==> src/rtl/universal_register_pkg.sv <==
// Shared types for the universal working register: operation codes and FSM states.
package universal_register_pkg;

    typedef enum logic [2:0] {
        MODE_HOLD = 3'd0,
        MODE_LOAD = 3'd1,
        MODE_CLR  = 3'd2,
        MODE_SHL  = 3'd3,
        MODE_SHR  = 3'd4,
        MODE_ROL  = 3'd5,
        MODE_ROR  = 3'd6,
        MODE_ASR  = 3'd7
    } mode_t;

    typedef enum logic {
        ST_IDLE  = 1'b0,
        ST_SHIFT = 1'b1
    } state_t;

    // Codes from SHL upwards are the multi-cycle shift/rotate family.
    function automatic logic is_shift(input mode_t m);
        return (m >= MODE_SHL);
    endfunction

endpackage

==> src/rtl/universal_register_step.sv <==
// Single-bit shift/rotate step: next register value and the bit that leaves it.
module universal_register_step
    import universal_register_pkg::*;
#(
    parameter int WIDTH = 8
) (
    input  logic [WIDTH-1:0] q,
    input  mode_t            mode,
    input  logic             ser_in,
    output logic [WIDTH-1:0] q_next,
    output logic             bit_out
);

    always_comb begin
        q_next  = q;
        bit_out = 1'b0;
        case (mode)
            MODE_SHL: begin
                q_next  = {q[WIDTH-2:0], ser_in};
                bit_out = q[WIDTH-1];
            end
            MODE_SHR: begin
                q_next  = {ser_in, q[WIDTH-1:1]};
                bit_out = q[0];
            end
            MODE_ROL: begin
                q_next  = {q[WIDTH-2:0], q[WIDTH-1]};
                bit_out = q[WIDTH-1];
            end
            MODE_ROR: begin
                q_next  = {q[0], q[WIDTH-1:1]};
                bit_out = q[0];
            end
            MODE_ASR: begin
                q_next  = {q[WIDTH-1], q[WIDTH-1:1]};
                bit_out = q[0];
            end
            default: begin
                q_next  = q;
                bit_out = 1'b0;
            end
        endcase
    end

endmodule

==> src/rtl/universal_register.sv <==
// Loadable WIDTH-bit working register with multi-cycle shift/rotate by a programmable amount.
//   state    | meaning
//   ST_IDLE  | waiting for start; single-cycle ops and the first shift step happen here
//   ST_SHIFT | applying the remaining shift steps, busy=1
module universal_register
    import universal_register_pkg::*;
#(
    parameter int WIDTH = 8,
    parameter int AMT_W = $clog2(WIDTH)
) (
    input  logic             clk,
    input  logic             reset_n,
    input  logic             enable,
    input  logic             start,
    input  logic [2:0]       mode,
    input  logic [AMT_W-1:0] amount,
    input  logic [WIDTH-1:0] d,
    input  logic             ser_in,
    output logic [WIDTH-1:0] q,
    output logic             ser_out,
    output logic             busy,
    output logic             done
);

    state_t           state;
    mode_t            mode_r;
    mode_t            mode_in;
    mode_t            step_mode;
    logic [AMT_W-1:0] remaining;
    logic [WIDTH-1:0] step_q;
    logic             step_bit;

    assign mode_in = mode_t'(mode);
    // The accept edge already performs the first step, so the live mode drives the stepper in IDLE.
    assign step_mode = (state == ST_SHIFT) ? mode_r : mode_in;
    assign busy      = (state == ST_SHIFT);

    universal_register_step #(
        .WIDTH (WIDTH)
    ) u_step (
        .q       (q),
        .mode    (step_mode),
        .ser_in  (ser_in),
        .q_next  (step_q),
        .bit_out (step_bit)
    );

    always_ff @(posedge clk or negedge reset_n) begin
        if (!reset_n) begin
            state     <= ST_IDLE;
            mode_r    <= MODE_HOLD;
            remaining <= '0;
            q         <= '0;
            ser_out   <= 1'b0;
            done      <= 1'b0;
        end else begin
            done <= 1'b0;
            if (enable) begin
                if (state == ST_IDLE) begin
                    if (start) begin
                        mode_r <= mode_in;
                        case (mode_in)
                            MODE_HOLD: done <= 1'b1;
                            MODE_LOAD: begin
                                q    <= d;
                                done <= 1'b1;
                            end
                            MODE_CLR: begin
                                q    <= '0;
                                done <= 1'b1;
                            end
                            default: begin
                                if (amount == '0) begin
                                    done <= 1'b1;
                                end else begin
                                    q         <= step_q;
                                    ser_out   <= step_bit;
                                    remaining <= amount - AMT_W'(1);
                                    if (amount == AMT_W'(1))
                                        done <= 1'b1;
                                    else
                                        state <= ST_SHIFT;
                                end
                            end
                        endcase
                    end
                end else begin
                    q         <= step_q;
                    ser_out   <= step_bit;
                    remaining <= remaining - AMT_W'(1);
                    if (remaining == AMT_W'(1)) begin
                        state <= ST_IDLE;
                        done  <= 1'b1;
                    end
                end
            end
        end
    end

endmodule
==> config.mk <==
export PLATFORM = sky130hd
export DESIGN_NAME = universal_register
export DESIGN_NICKNAME = d
export VERILOG_FILES = /design/src/rtl/universal_register_pkg.sv /design/src/rtl/universal_register_step.sv /design/src/rtl/universal_register.sv
export SDC_FILE = /design/constraint.sdc
export NUM_CORES = 1
export LEC_CHECK = 0
export CAP_MARGIN = 20
export CORE_MARGIN = 2
export CORE_UTILIZATION = 52
export CTS_CLUSTER_SIZE = 25
export DETAILED_ROUTE_END_ITERATION = 7
export DONT_BUFFER_PORTS = 1
export MAX_ROUTING_LAYER = met4
export PLACE_DENSITY = 0.76
export SYNTH_ARGS = -nofsm -noshare
export SYNTH_HDL_FRONTEND = slang
export SYNTH_SLANG_ARGS = --single-unit
==> constraint.sdc <==
create_clock -name clk -period 1.7 [get_ports clk]
set_clock_uncertainty 0.1 [all_clocks]
set_input_delay 0.51 -clock clk [delete_from_list [all_inputs] [get_ports clk]]
set_output_delay 0.51 -clock clk [all_outputs]
set_load 0.1 [all_outputs]
# Word level (Yosys, flattened, before mapping)
# Cells that the tools add are included.
dict set report classes {
  n_eq_ne 13
  bitwise_logic 1
  add_sub_neg 2
  n_mux 28
  reduce_logical 9
}
# cell n
set op_table {}
lappend op_table {{one-hot mux 8 bit (5 select lines)} 1}
lappend op_table {{two-way mux 8 bit} 3}
lappend op_table {{one-hot mux 8 bit (3 select lines)} 1}
lappend op_table {{two-way mux 1 bit} 17}
lappend op_table {{two-way mux 3 bit} 5}
lappend op_table {{equality test 3 bit, second input constant} 4}
lappend op_table {{equality test 3 x 1 -> 1 bit, second input constant} 3}
lappend op_table {{AND reduction 4 bit} 2}
lappend op_table {{equality test 3 x 2 -> 1 bit, second input constant} 2}
lappend op_table {{zero test 3 bit} 2}
lappend op_table {{OR reduction 3 bit} 2}
lappend op_table {{subtractor 3 x 1 -> 3 bit, second input constant} 2}
lappend op_table {{!= test 2 bit, second input constant} 2}
lappend op_table {{!= test 4 x 2 -> 1 bit, second input constant} 1}
lappend op_table {{AND reduction 3 bit} 1}
lappend op_table {{!= test 2 x 1 -> 1 bit, second input constant} 1}
lappend op_table {{one-hot mux 1 bit (2 select lines)} 1}
lappend op_table {{nonzero test 2 bit} 1}
lappend op_table {{OR reduction 2 bit} 1}
lappend op_table {{NOT 1 bit} 1}
dict set report totals {
  ff_bits 17
  in_bits 19
  out_inout_bits 11
  elab_cells 59
}

# Longest topological paths before layout
# Gate-level depths: netlist of the first run.
dict set report depth {
  depth_word 8
  mapped_depth 8
  mapped_depth_nobuf 7
}

# Cells and area by module
# Synthesis of the first run repeated with hierarchy kept, for this count alone.
dict set report hier_totals {
  hier_cells 171
  hier_area_um2 1529.0
}
# module area_per_inst_um2 cells_each instances
set by_module_without_submodules {}
lappend by_module_without_submodules {universal_register 1143.6 113 1}
lappend by_module_without_submodules {universal_register_step 385.4 58 1}

# Worst setup path before layout of the first run
# OpenSTA, ideal clock, no wires.
dict set report synth_path {
  path_type {reg-to-reg}
  from {register state, in the netlist busy}
  to {register q[5]}
  slack_ns -0.804
  path_stages_with_launch 7
  arrival_time_ns 2.283
  period_less_slack_ns 2.504
  path_cell_list {dfrtp_1 -> buf_6 -> mux2_4 -> or3_4 -> o221ai_1 -> a21oi_1 -> o22a_1}
}
dict set report synth_between {
  elab_chain_cells 7
  elab_cells_between_ends 15
  cone_classes {7 x eq/ne; 6 x mux; 2 x reduce/logical}
}
# element line
set synth_lines {}
lappend synth_lines {{start: declaration} universal_register.sv:25} ;# state_t state;
lappend synth_lines {{start signal: assignment} universal_register.sv:50} ;# state <= ST_IDLE;
lappend synth_lines {{start signal: assignment} universal_register.sv:82} ;# state <= ST_SHIFT;
lappend synth_lines {{start signal: assignment} universal_register.sv:92} ;# state <= ST_IDLE;
lappend synth_lines {{two-way mux 3 bit} universal_register.sv:35} ;# assign step_mode = (state == ST_SHIFT) ? mode_r : mode_in;
lappend synth_lines {{equality test 3 bit / equality test 3 x 2 -> 1 bit (equally long branches)} universal_register_step.sv:17} ;# case (mode)
lappend synth_lines {{one-hot mux 8 bit (5 select lines)} universal_register_step.sv:17}
lappend synth_lines {{two-way mux 8 bit} universal_register.sv:73} ;# if (amount == '0) begin
lappend synth_lines {{one-hot mux 8 bit (3 select lines)} universal_register.sv:62} ;# case (mode_in)
lappend synth_lines {{two-way mux 8 bit} universal_register.sv:60} ;# if (start) begin
lappend synth_lines {{two-way mux 8 bit} universal_register.sv:59} ;# if (state == ST_IDLE) begin
lappend synth_lines {{end signal: assignment} universal_register.sv:76} ;# q <= step_q;
lappend synth_lines {{end signal: assignment} universal_register.sv:88} ;# q <= step_q;
lappend synth_lines {{end: declaration} universal_register.sv:19} ;# output logic [WIDTH-1:0] q,
# Several ways; a longest one is shown, not always the timed one. The select of a mux whose other input is x is not followed.
# A chain may end at the register's enable or synchronous reset.

# Worst setup path after layout of the first run
dict set report layout_path {
  from {register state, in the netlist busy}
  to {register q[6]}
}
# Same word-level chain as after synthesis.

==> results of run 1 <==
metal layers:
| metal | vias up | track usage [%] | wire length, um |
|---|---|---|---|
| met5 | - | - | 0 |
| met4 | 0 | 10.4 | 66 |
| met3 | 8 | 2.19 | 181 |
| met2 | 48 | 40.1 | 1870 |
| met1 | 604 | 34.6 | 1460 |
| li1 | 600 | - | - |
worst max-delay path by stage:
stage / slack (ps) / startpoint / endpoint / depth (start not counted)
6_report: -150 / busy / q[6] / 5
3_3_place_gp: -110 / busy / q[5] / 5
4_1_cts: -150 / busy / q[5] / 5
2_1_floorplan: -390 / busy / q[5] / 6
3_5_place_dp: -160 / busy / q[0] / 5
5_1_grt: -240 / busy / q[2] / 5
what timing repair did:
| item | in CTS | in global routing |
|---|---|---|
| setup buffers | 0 | 2 |
| hold buffers | 1 | 0 |
| pin swaps | 1 | 6 |
| endpoints found under the hold margin | 17 | 0 |
| gates resized for setup | 8 | 19 |
| endpoints found under the setup margin | 10 | 16 |
stage by stage:
step | util (%) | hold WS [ps]
after floorplan | - | 114
after global placement | 64.8 | 115
after detailed placement | 64.8 | 115
after CTS | 67.6 | 259
after global routing | 71.8 | 244
final | 71.8 | 263
area by class of cell:
cell class | count | area (um2) | area share [%]
Inverter | 6 | 22.5 | 1.28
Tap cell | 30 | 37.5 | 2.13
Multi-Input combinational cell | 120 | 933 | 53.0
Clock buffer | 4 | 26.3 | 1.49
Sequential cell | 17 | 429 | 24.4
Timing Repair Buffer | 29 | 313 | 17.8
kinds of logic after synthesis:
logic type      after synthesis  share of synthesized area (%)
simple gates                 53                           19.3
compound gates               43                           23.9
flops                        17                           31.8
mux                          15                           12.0
buf+inv                      13                           5.80
fa+ha+maj                     5                           4.68
xor+xnor                      4                           2.62
critical path, cell delays in order, from the launching register on:
cell and delay (ps):
dfrtp_4 550, mux2_4 320, or3_4 370, o221ai_1 180, a21oi_1 60, o22a_1 180
Yosys cell counts (3+ instances only):
library cell and number:
ha_1 5, a21oi_1 8, dfrtp_1 17, o21ai_0 6, xor2_1 3, a31oi_1 4, inv_1 6, mux2_2 4
nand3b_1 3, o22a_1 5, nor2_1 11, nor3_1 3, o221ai_1 4, mux2i_1 10, nand2_1 25, buf_6 3
registers in the layout, indices dropped and copies added (netlist names):
signal / count
q: 8
mode_r: 3
remaining: 3
busy: 1
done: 1
ser_out: 1
report_power, final:
group          switching (W)  internal [W]  leakage (nW)  total (W)
sequential          0.000268      0.000596         0.192   0.000863
clock               0.000130     0.0000913        0.0150   0.000221
combinational        0.00169       0.00115         0.546    0.00284
==> key figures, run 1 <==
Place
  • Dpl cell area: 1590 um2
  • Hpwl dp: 2500 um
  • Routability cong.: 0.936
  • Placed instance count: 199
  • DP Worst Slack: -162 ps
  • Port Buffers: 0

Setup path
  • Crit path max fanout: 8
  • WS Path Type: flip-flop to flip-flop
  • RR Startpoint: busy
  • Critical path arrival: 1950 ps
  • Reg2reg end: q[6]
  • Worst Setup Start Kind: flip-flop
  • R2R depth: 5
  • Worst Setup End Kind: flip-flop
  • R2r setup slk: -150 ps
  • Worst path required time: 1790 ps

Global route
  • Number of global-route vias before repair: 1173
  • Largest net degree at the start of global routing: 18
  • Initial antenna violation count: 0
  • First-pass GRT wire length: 5430 um
  • GR Overflow Total: 0
  • Gr usage total: 25.8%

CTS
  • CTS Buf Count: 3
  • Clock Tree Root: clkbuf_4
  • CTS max path bufs: 2
  • CTS tree: built
  • Clock Pin Slew Worst Setup and Hold Paths: 100 ps
  • Latest clock arrival within the worst-skew pair: 300 ps
  • CTS Sinks: 17
  • Htree depth: 1

STA
  • Final hold viol count: 0
  • Fin. max-slew vios: 0
  • Setup ws final: -151 ps
  • Max_slew headroom: 46.9%
  • RSZ-0062 raised after global routing: true
  • Tcrit/Tclk final: 109%
  • Max Freq: 540 MHz
  • Post-route setup TNS: -1070 ps
  • Tmin final: 1850 ps
  • Slew @ Worst Pin: 793 ps
  • Final setup violation count: 9

Synthesis
  • Mapped Cells: 150
  • Fraction of registers with async set/reset: 100%
  • Sequential area share after synthesis: 31.8%
  • Yosys top cell area share: 31.8%
  • Flip-flop and latch count after synthesis: 17
  • Syn_area_per_cell: 8.92 um2
  • Synth Warn #: 0
  • Main flop type after synthesis: dfrtp_1
  • Cell taking the most area after synthesis: dfrtp_1
  • Synth area leaders: dfrtp_1, mux2i_1, nand2_1, ha_1, mux2_2
  • EDFF count, synth: 0
  • Mapped cell area: 1340 um2
  • Distinct cells, synth: 43
  • Synth Net Count: 174

Min path
  • WHS Endpoint: done
  • Hold Path Class: primary input to flip-flop
  • Hold path start: enable
  • Hold Path Stages: 1

Status
  • Outcome: finished with violations
  • Violated checks: setup timing

Layout
  • Nets@finish: 201
  • Fillers: 173
  • Layout cells sized above 1: 34.1%
  • Most frequent cells in the layout: nand2_1, dfrtp_1, buf_4, nor2_1
  • Fin area: 1760 um2
  • Diodes inserted: 0
  • Final std cells w/o fill: 206
  • Area Overhead vs Synth: 31.7%
  • Most common cell after layout, fill and taps aside: nand2_1

Run
  • Max Cap Viol: 0

Floorplan
  • Overall die height: 54.7 um
  • Core area: 2450 um2
  • Row count: 18
  • Starting Density: 54.5%
  • Ports: 30
  • Die area: 2990 um2
  • Die width: 54.7 um

Power
  • Power Density: 2230 nW/um2
  • Leakage power total: 0.753 nW
  • Overall power: 0.00392 W
  • Worst vdd ir: 0.00196 V

Detailed routing
  • Final wirelength: 3570 um
  • Drt via density: 6.12
  • Vias: 1260
  • Antenna Nets Post-Route: 0
  • Starting DRT DRC Count: 46
  • DR DRC count: 0
  • First drt pass iteration count: 4
  • WL/cell: 17.3 um
Note: power is estimated with default switching activity, not from simulation.
==> run 2: changes to the inputs <==
Settings changed: CAP_MARGIN 20 to not set.
==> results of run 2 <==
The final DEF is identical to that of run 1; final timing and power are the same.
